--- src/rtl/acc_multi_dispatcher.sv ---
// Routes committed accelerator instructions to NumAcc request channels and merges their responses into one writeback port.
// Optional stall-cycle counter enabled by defining ACC_DISPATCH_PERF_EN.
module acc_multi_dispatcher #(
  parameter int NumAcc         = 2,
  parameter int SelLsb         = 25,
  parameter int SelWidth       = 2,
  parameter int ReqDepth       = 2,
  parameter int MaxOutstanding = 4,
  parameter int XLEN           = 64,
  parameter int TransIdWidth   = 3
) (
  input  logic                             clk_i,
  input  logic                             rst_i,
  input  logic                             acc_valid_i,
  output logic                             acc_ready_o,
  input  logic [31:0]                      acc_insn_i,
  input  logic [XLEN-1:0]                  acc_rs1_i,
  input  logic [XLEN-1:0]                  acc_rs2_i,
  input  logic [TransIdWidth-1:0]          acc_trans_id_i,
  input  logic                             acc_commit_i,
  input  logic [TransIdWidth-1:0]          acc_commit_trans_id_i,
  output logic                             acc_valid_o,
  output logic [TransIdWidth-1:0]          acc_trans_id_o,
  output logic [XLEN-1:0]                  acc_result_o,
  output logic                             acc_exception_valid_o,
  output logic [NumAcc-1:0]                acc_req_valid_o,
  input  logic [NumAcc-1:0]                acc_req_ready_i,
  output logic [NumAcc*32-1:0]             acc_req_insn_o,
  output logic [NumAcc*XLEN-1:0]           acc_req_rs1_o,
  output logic [NumAcc*XLEN-1:0]           acc_req_rs2_o,
  output logic [NumAcc*TransIdWidth-1:0]   acc_req_trans_id_o,
  input  logic [NumAcc-1:0]                acc_resp_valid_i,
  output logic [NumAcc-1:0]                acc_resp_ready_o,
  input  logic [NumAcc*XLEN-1:0]           acc_resp_result_i,
  input  logic [NumAcc*TransIdWidth-1:0]   acc_resp_trans_id_i,
  input  logic [NumAcc-1:0]                acc_resp_error_i,
  output logic [NumAcc-1:0]                acc_busy_o,
  output logic [31:0]                      perf_stall_cycles_o
);

  localparam int PtrW = $clog2(ReqDepth);
  localparam int CntW = $clog2(MaxOutstanding + 1);
  localparam int RrW  = (NumAcc > 1) ? $clog2(NumAcc) : 1;
  localparam int EntW = 32 + 2 * XLEN + TransIdWidth;
  localparam logic [PtrW:0]   FullLvl = ReqDepth[PtrW:0];
  localparam logic [CntW-1:0] MaxCnt  = MaxOutstanding[CntW-1:0];

  logic [EntW-1:0]         mem_q  [NumAcc][ReqDepth];
  logic [PtrW-1:0]         wptr_q [NumAcc];
  logic [PtrW-1:0]         rptr_q [NumAcc];
  logic [PtrW:0]           fill_q [NumAcc];
  logic [CntW-1:0]         cnt_q  [NumAcc];
  logic [CntW-1:0]         cnt_d  [NumAcc];
  logic [RrW-1:0]          rr_q, rr_d;
  logic                    ill_q, ill_d;
  logic [TransIdWidth-1:0] ill_id_q;
  logic                    wb_valid_q, wb_exc_q;
  logic [TransIdWidth-1:0] wb_id_q;
  logic [XLEN-1:0]         wb_result_q;

  logic                    elig, sel_legal, ill_push, gnt_any;
  logic [SelWidth-1:0]     sel;
  logic [RrW-1:0]          gnt_idx;
  logic [NumAcc-1:0]       empty, full, pop, push, resp_hs, can_push;
  logic [EntW-1:0]         push_ent;

  assign elig      = acc_valid_i && acc_commit_i && (acc_commit_trans_id_i == acc_trans_id_i);
  assign sel       = acc_insn_i[SelLsb +: SelWidth];
  assign sel_legal = (int'(sel) < NumAcc);
  assign push_ent  = {acc_insn_i, acc_rs1_i, acc_rs2_i, acc_trans_id_i};
  assign resp_hs   = acc_resp_valid_i & acc_resp_ready_o;

  // A full FIFO or saturated counter still accepts when it drains in the same cycle.
  for (genvar g = 0; g < NumAcc; g++) begin : g_ch
    logic [EntW-1:0] head;
    assign empty[g]    = (fill_q[g] == '0);
    assign full[g]     = (fill_q[g] == FullLvl);
    assign pop[g]      = !empty[g] && acc_req_ready_i[g];
    assign can_push[g] = (!full[g] || pop[g]) && ((cnt_q[g] < MaxCnt) || resp_hs[g]);
    assign head        = empty[g] ? '0 : mem_q[g][rptr_q[g]];
    assign acc_req_valid_o[g]                                 = !empty[g];
    assign acc_req_insn_o[g*32 +: 32]                         = head[EntW-1 -: 32];
    assign acc_req_rs1_o[g*XLEN +: XLEN]                      = head[2*XLEN+TransIdWidth-1 -: XLEN];
    assign acc_req_rs2_o[g*XLEN +: XLEN]                      = head[XLEN+TransIdWidth-1 -: XLEN];
    assign acc_req_trans_id_o[g*TransIdWidth +: TransIdWidth] = head[TransIdWidth-1:0];
    assign acc_busy_o[g] = (cnt_q[g] != '0) || !empty[g];
  end

  always_comb begin
    acc_ready_o = 1'b0;
    push        = '0;
    ill_push    = 1'b0;
    if (elig && !ill_q) begin
      if (!sel_legal) begin
        acc_ready_o = 1'b1;
        ill_push    = 1'b1;
      end else begin
        for (int i = 0; i < NumAcc; i++) begin
          if ((int'(sel) == i) && can_push[i]) begin
            acc_ready_o = 1'b1;
            push[i]     = 1'b1;
          end
        end
      end
    end
  end

  // Pending illegal-instruction slot always wins; otherwise round-robin from rr_q.
  always_comb begin
    int idx;
    idx              = 0;
    gnt_any          = 1'b0;
    gnt_idx          = '0;
    rr_d             = rr_q;
    acc_resp_ready_o = '0;
    if (!ill_q) begin
      for (int k = 0; k < NumAcc; k++) begin
        idx = (int'(rr_q) + k) % NumAcc;
        if (!gnt_any && acc_resp_valid_i[idx]) begin
          gnt_any = 1'b1;
          gnt_idx = RrW'(idx);
        end
      end
      if (gnt_any) begin
        acc_resp_ready_o[gnt_idx] = 1'b1;
        rr_d = RrW'((int'(gnt_idx) + 1) % NumAcc);
      end
    end
  end

  always_comb begin
    for (int i = 0; i < NumAcc; i++) begin
      cnt_d[i] = cnt_q[i];
      if (push[i] && !(resp_hs[i] && (cnt_q[i] != '0))) begin
        cnt_d[i] = cnt_q[i] + 1'b1;
      end else if (!push[i] && resp_hs[i] && (cnt_q[i] != '0)) begin
        cnt_d[i] = cnt_q[i] - 1'b1;
      end
    end
  end

  assign ill_d = ill_q ? 1'b0 : ill_push;

  always_ff @(posedge clk_i or posedge rst_i) begin
    if (rst_i) begin
      for (int i = 0; i < NumAcc; i++) begin
        wptr_q[i] <= '0;
        rptr_q[i] <= '0;
        fill_q[i] <= '0;
        cnt_q[i]  <= '0;
      end
      rr_q        <= '0;
      ill_q       <= 1'b0;
      ill_id_q    <= '0;
      wb_valid_q  <= 1'b0;
      wb_exc_q    <= 1'b0;
      wb_id_q     <= '0;
      wb_result_q <= '0;
    end else begin
      for (int i = 0; i < NumAcc; i++) begin
        cnt_q[i] <= cnt_d[i];
        if (push[i]) wptr_q[i] <= wptr_q[i] + 1'b1;
        if (pop[i])  rptr_q[i] <= rptr_q[i] + 1'b1;
        if (push[i] && !pop[i]) begin
          fill_q[i] <= fill_q[i] + 1'b1;
        end else if (!push[i] && pop[i]) begin
          fill_q[i] <= fill_q[i] - 1'b1;
        end
      end
      rr_q  <= rr_d;
      ill_q <= ill_d;
      if (ill_push) ill_id_q <= acc_trans_id_i;
      wb_valid_q <= ill_q || gnt_any;
      wb_exc_q   <= ill_q || (gnt_any && acc_resp_error_i[gnt_idx]);
      if (ill_q) begin
        wb_id_q     <= ill_id_q;
        wb_result_q <= '0;
      end else if (gnt_any) begin
        wb_id_q     <= acc_resp_trans_id_i[gnt_idx*TransIdWidth +: TransIdWidth];
        wb_result_q <= acc_resp_result_i[gnt_idx*XLEN +: XLEN];
      end
    end
  end

  // FIFO payload storage carries no reset; outputs are masked while empty.
  always_ff @(posedge clk_i) begin
    for (int i = 0; i < NumAcc; i++) begin
      if (push[i]) mem_q[i][wptr_q[i]] <= push_ent;
    end
  end

  assign acc_valid_o           = wb_valid_q;
  assign acc_exception_valid_o = wb_exc_q;
  assign acc_trans_id_o        = wb_id_q;
  assign acc_result_o          = wb_result_q;

`ifdef ACC_DISPATCH_PERF_EN
  logic [31:0] stall_q;
  always_ff @(posedge clk_i or posedge rst_i) begin
    if (rst_i) begin
      stall_q <= '0;
    end else if (elig && !acc_ready_o && (stall_q != '1)) begin
      stall_q <= stall_q + 1'b1;
    end
  end
  assign perf_stall_cycles_o = stall_q;
`else
  assign perf_stall_cycles_o = '0;
`endif

endmodule
--- config.mk ---
export PLATFORM = sky130hd
export DESIGN_NAME = acc_multi_dispatcher
export DESIGN_NICKNAME = d
export VERILOG_FILES = /design/src/rtl/acc_multi_dispatcher.sv
export SDC_FILE = /design/constraint.sdc
export NUM_CORES = 1
export LEC_CHECK = 0
export ABC_AREA = 0
export BUFFER_PORTS_ARGS = -buffer_cell sky130_fd_sc_hd__buf_2
export CORE_AREA = 2 2 289 291
export DETAILED_ROUTE_END_ITERATION = 8
export DIE_AREA = 0 0 291 293
export HOLD_SLACK_MARGIN = 0.1
export PLACE_DENSITY = 0.56
export SKIP_CTS_REPAIR_TIMING = 1
export SLEW_MARGIN = 30
export SYNTH_ARGS = -nofsm -noshare
export SYNTH_HDL_FRONTEND = slang
export SYNTH_SLANG_ARGS = --single-unit
--- constraint.sdc ---
create_clock -name clk_i -period 14.15 [get_ports clk_i]
set_clock_uncertainty 0.05 [all_clocks]
set_input_delay 0 -clock clk_i [delete_from_list [all_inputs] [get_ports clk_i]]
set_output_delay 0 -clock clk_i [all_outputs]
set_load 0.005 [all_outputs]
# After elaboration in Yosys (flattened, before gate mapping)
# Memories as Yosys holds them, arrays and structs flattened.
# Index checks and enable logic that the tools add are counted.
# word_totals
ff_bits,88
ram_bits,652
elab_cells,177
n_memories,1
# classes
addsub,14
mul,1
n_lt_le_gt_ge,14
eq_ne,4
shift,2
muxes,61
bitwise,7
n_reduce_logical,58
# memory_table
name,words,width,read_ports,rd_ports_with_merged_regs,write_ports,line,rtl
mem_q,2,326,2,0,1,48,logic [EntW-1:0] mem_q [NumAcc][ReqDepth];
# ops
cell,count
$mux 163,10
$mux 326,4
$demux 163 s1,2
$reduce_or 326->1,1
$mux 64,2
$shiftx 128x8->64,1
$mux 1,28
$logic_and 1x1->1,26
$mux 3,6
$mux 2,8
$logic_not 1->1,12
$reduce_bool 2->1,5
$ge 2x2->1 const B,4
$logic_or 1x1->1,8
$not 1->2,4
$add 1x1->1 const B,6
$add 3x1->3 const B,2
$eq 2x2->1 const B,3
$logic_not 2->1,3
$lt 1x2->1 const B,3
$lt 3x3->1 const B,2
$reduce_bool 3->1,2
$shiftx 6x4->3,1
$sub 3x1->3 const B,2
other kinds (13),16

# Depth between registers and ports, before layout
# logic_depth
word_depth,26
depth_mapped,9

# Least setup slack after synthesis
# OpenSTA, ideal clock, no wires.
# synth_timing
path_type,flip-flop to flip-flop
start,register ill_q
end,memory mem_q[0][163] (netlist bit) (enable)
setup_time_ps,708
arrival_ps,8496
required_time_ps,13392
slack_ps,4896
path_stages_with_launch,5
synth_period_minus_slack_ps,9254
cell_sequence,dfrtp_1 nand3b_1 nor4_4 nor3b_4 nor2b_1
# synth_rtl
element,line,rtl
"start, declared",55,"logic ill_q, ill_d;"
"start signal, assigned",171,ill_q <= ill_d;
$mux 2,116,if (!ill_q) begin
$and 2x2->2,71,assign resp_hs = acc_resp_valid_i & acc_resp_ready_o;
$logic_or 1x1->1,79,assign can_push[g] = (!full[g] || pop[g]) && ((cnt_q[g] < MaxCnt) || resp_hs[g]);
$logic_and 1x1->1,79,
$logic_and 1x1->1,99,if ((int'(sel) == i) && can_push[i]) begin
$mux 1,99,
$mux 2,94,if (!sel_legal) begin
$mux 2 (*),93,if (elig && !ill_q) begin
named net push[0],64,"logic [NumAcc-1:0] empty, full, pop, push, resp_hs, can_push;"
$mux 1 (*),188,if (push[i]) mem_q[i][wptr_q[i]] <= push_ent;
$mux 326 (implied by the code) (*),188,
$mux 326 (no source line) (*),n/a,
"end, declared",48,
# Mark *: on every way through the listed nets, which the timed path passes. The rest lies on a longest branch.

# Worst setup path after layout
# layout_timing
start,register ill_q
end,memory mem_q[0][488] (netlist bit) (enable)
# layout_via
elab_chain_cells,12
# layout_lines
element,line
$mux 2,116
$and 2x2->2,71
$logic_or 1x1->1,79
$logic_and 1x1->1,79
$logic_and 1x1->1,99
$mux 1,99
$mux 2,94
$mux 2 (*),93
named net push[1],64
$mux 1 (*),188
$mux 326 (implied by the code) (*),188
$reduce_or 326->1 (no source line),n/a
$mux 1 (no source line) / $mux 326 (equally long branches),n/a
# Marked as above.

==> impl_metrics.env <==
export IMPL_worst_path_max_fanout=61
export IMPL_synth_async_reset_ratio_pct=11.9
export IMPL_crit_required_ps=14330
export IMPL_timing_critical_path_to="mem_q[0][488]"
export IMPL_synth_area_top_cells="edfxtp_1 (68%), mux2i_1 (14%), dfrtp_1 (7.6%)"
export IMPL_max_freq_mhz=210
export IMPL_ys_flop_type="edfxtp_1"
export IMPL_path_depth=8
export IMPL_seqPwrFrac_pct=39.0
export IMPL_ys_seq_area_share_pct=75.2
export IMPL_cts_buffers=80
export IMPL_drv_cap=0
export IMPL_cts_max_path_buffers=3
export IMPL_finalCritPeriodShare_pct=33.7
export IMPL_die_x_um=291
export IMPL_grt_first_pass_wirelength_um=118000
export IMPL_leakagePower_nw=16.6
export IMPL_yosysMostFrequentCell="edfxtp_1"
export IMPL_vias=19100
export IMPL_fin_area_mm2=0.0402
export IMPL_drt_iter0_drc=1032
export IMPL_insertion_delay_ps=620
export IMPL_switchingPower_mw=2.06
export IMPL_p_clk_share_pct=31.3
export IMPL_critical_path_endpoint_type="flip-flop"
export IMPL_root_buffer="clkbuf_16"
export IMPL_ys_warn_count=0
export IMPL_die_h_um=293
export IMPL_coreArea_mm2=0.0818
export IMPL_ant_nets=0
export IMPL_crit_chain="buf_4 -> nand3b_1 -> nor4_4 -> nand3_1 -> inv_1 -> and2_4 -> buf_4 -> buf_4"
export IMPL_slew_headroom_pct=27.2
export IMPL_internal_power_mw=4.47
export IMPL_crit_type="reg2reg"
export IMPL_track_usage_pct=18.3
export IMPL_finalPower_mw=6.53
export IMPL_cp_arrival_ps=4940
export IMPL_nets=3238
export IMPL_nFillCells=7109
export IMPL_finalCriticalPeriod_ps=4760
export IMPL_hpwlAfterDp_um=54500
export IMPL_ir_drop_mv=0.194
export IMPL_hold_path_class="in2reg"
export IMPL_power_density_mw_per_mm2=163
export IMPL_rsz0062_at_grt="false"
export IMPL_hold_viol=0
export IMPL_multi_input_area_mm2=0.00671
export IMPL_syn_avg_cell_area_um2=15.9
export IMPL_synth_edf_count=652
export IMPL_r2r_start="ill_q"
export IMPL_seq_area_mm2=0.0218
export IMPL_synth_cell_types=43
export IMPL_grt_pass1_vias=18500
export IMPL_ys_ff_latch=740
export IMPL_cts_clk_slew_worst_paths_ps=60
export IMPL_hold_path_cell_count=5
export IMPL_critPathMaxStageDelay_ps=800
export IMPL_cp_slowest_cell="buf_4"
export IMPL_initial_utilization_pct=35.4
export IMPL_cts_tree="built"
export IMPL_place_congestion=0.881
export IMPL_clock_sinks=740
export IMPL_grt_max_degree=164
export IMPL_p_comb_share_pct=29.8
export IMPL_drv_slew=0
export IMPL_synthCells=1820
export IMPL_setup_viol=0
export IMPL_reg2reg_to="mem_q[0][488]"
export IMPL_pin_count=744
export IMPL_area_growth_pct=38.6
export IMPL_r2r_cells=8
export IMPL_synth_top_area_share_pct=67.6
export IMPL_antenna_found_initial=6
export IMPL_outcome="completed"
export IMPL_vias_per_cell=4.70
export IMPL_drc=0
export IMPL_worstMarginPinSlew_ps=1090
export IMPL_portBuffers=711
export IMPL_synth_top_area_cell="edfxtp_1"
export IMPL_first_pass_iters=4
export IMPL_grt_overflow=0
export IMPL_final_util_pct=49.1
export IMPL_routed_wl_um=84000
export IMPL_cp_num_buf_inv=4
export IMPL_netSwitchingFraction_pct=31.5
export IMPL_synth_common_cells="edfxtp_1 (652), nor2_1 (402), mux2i_1 (391), dfrtp_1 (88), a211oi_1 (64)"
export IMPL_start_kind="flip-flop"
export IMPL_drive_gt1_share_pct=29.2
export IMPL_cts_htree_levels=3
export IMPL_rows=105
export IMPL_crit_top_cell="buf_4"
export IMPL_r2r_slack_ps=9390
export IMPL_crit_family="buffers and inverters"
export IMPL_fin_setup_tns_ps=0
export IMPL_wl_per_cell_um=20.7
export IMPL_syn_cell_area_mm2=0.0290
export IMPL_place_area_mm2=0.0336
export IMPL_die_area_mm2=0.0853
export IMPL_cp_startpoint="ill_q"
## flip-flops by register name, indices dropped and copies added, names as in the netlist
register / flops
acc_trans_id_o: 3
ill_q: 1
mem_q: 652
acc_valid_o: 1
acc_exception_valid_o: 1
ill_id_q: 3
acc_result_o: 64
rr_q: 1
wptr_q: 2
fill_q: 4
cnt_q: 6
rptr_q: 2
## worst min-delay path by stage
stage / startpoint / to
floorplan: acc_trans_id_i[0] / mem_q[0][0]
global placement: rst_i / acc_result_o[31]
detailed placement: rst_i / acc_result_o[25]
CTS: rst_i / acc_result_o[25]
global route: acc_insn_i[20] / mem_q[0][640]
finish: acc_commit_i / wptr_q[1]
## per-layer routing
metal | share of wire [%] | GRT usage [%] | up-vias
met4 | 3.1 | 6.70 | 0
met5 | 0 | 0 | -
li1 | - | - | 8862
met2 | 54 | 34.3 | 676
met1 | 38 | 20.5 | 9423
met3 | 5.4 | 3.65 | 133
## worst min-delay path, delay by kind of cell
| family | cells | cell delay (ps) |
|---|---|---|
| buf+inv | 1 | 140 |
| simple gates | 3 | 430 |
| xor+xnor | 1 | 120 |
## cell families after synthesis
logic type	count (synthesis)	synth area share, %
muxes	396	13.7
AOI/OAI and AO/OA	80	2.07
adders and majority gates	4	0.225
DFF	740	75.2
xor gates and xnor gates	19	0.574
other	1	0.0129
buffers and inverters	140	2.25
and+or+nand+nor	440	6.00
## power by group through the flow
stage | Clock, mW | Combinational, mW | Sequential (mW)
after floorplan | 0 | 1.01 | 2.52
after global placement | 0 | 1.87 | 2.59
after detailed placement | 0 | 1.88 | 2.59
after CTS | 2.09 | 1.88 | 2.55
after global routing | 2.18 | 2.09 | 2.56
final | 2.04 | 1.94 | 2.54
## area by class of cell
class / count / area share (%)
well taps: 1070 / 3.33
repair buffers: 1126 / 19.2
flip-flops and latches: 740 / 54.2
multi-input cells: 971 / 16.7
clock buffers: 103 / 5.33
clock inverters: 42 / 1.11
inverters: 5 / 0.0498
diodes: 5 / 0.0311
## cell usage in the layout, fill, tap and decap left out, types with 4 or more instances in the layout
master | synthesis | final
conb_1 | 1 | 32
nand2_1 | 12 | 11
clkbuf_16 | 0 | 82
buf_4 | 32 | 20
diode_2 | 0 | 5
mux2_2 | 4 | 4
clkinv_1 | 0 | 11
nor2_1 | 402 | 399
dfrtp_1 | 88 | 85
a211oi_1 | 64 | 64
xnor2_1 | 9 | 9
xor2_1 | 10 | 10
clkinv_2 | 0 | 19
mux2i_1 | 391 | 391
bufinv_16 | 0 | 6
dlygate4sd3_1 | 0 | 388
buf_2 | 4 | 711
clkbuf_1 | 63 | 20
edfxtp_1 | 652 | 652
nand3_1 | 5 | 5
inv_1 | 5 | 4
## through the flow
step           setup slack (ps)  cells  hold WS (ps)
3_5_place_dp               8710   3521          -103
5_1_grt                    9040   4062          94.7
3_3_place_gp               8750   3521          -103
2_1_floorplan              4900   1851          48.9
4_1_cts                    8690   3666          -781
6_report                   9390   4062          77.4
Note: power is estimated with default switching activity, not from simulation.
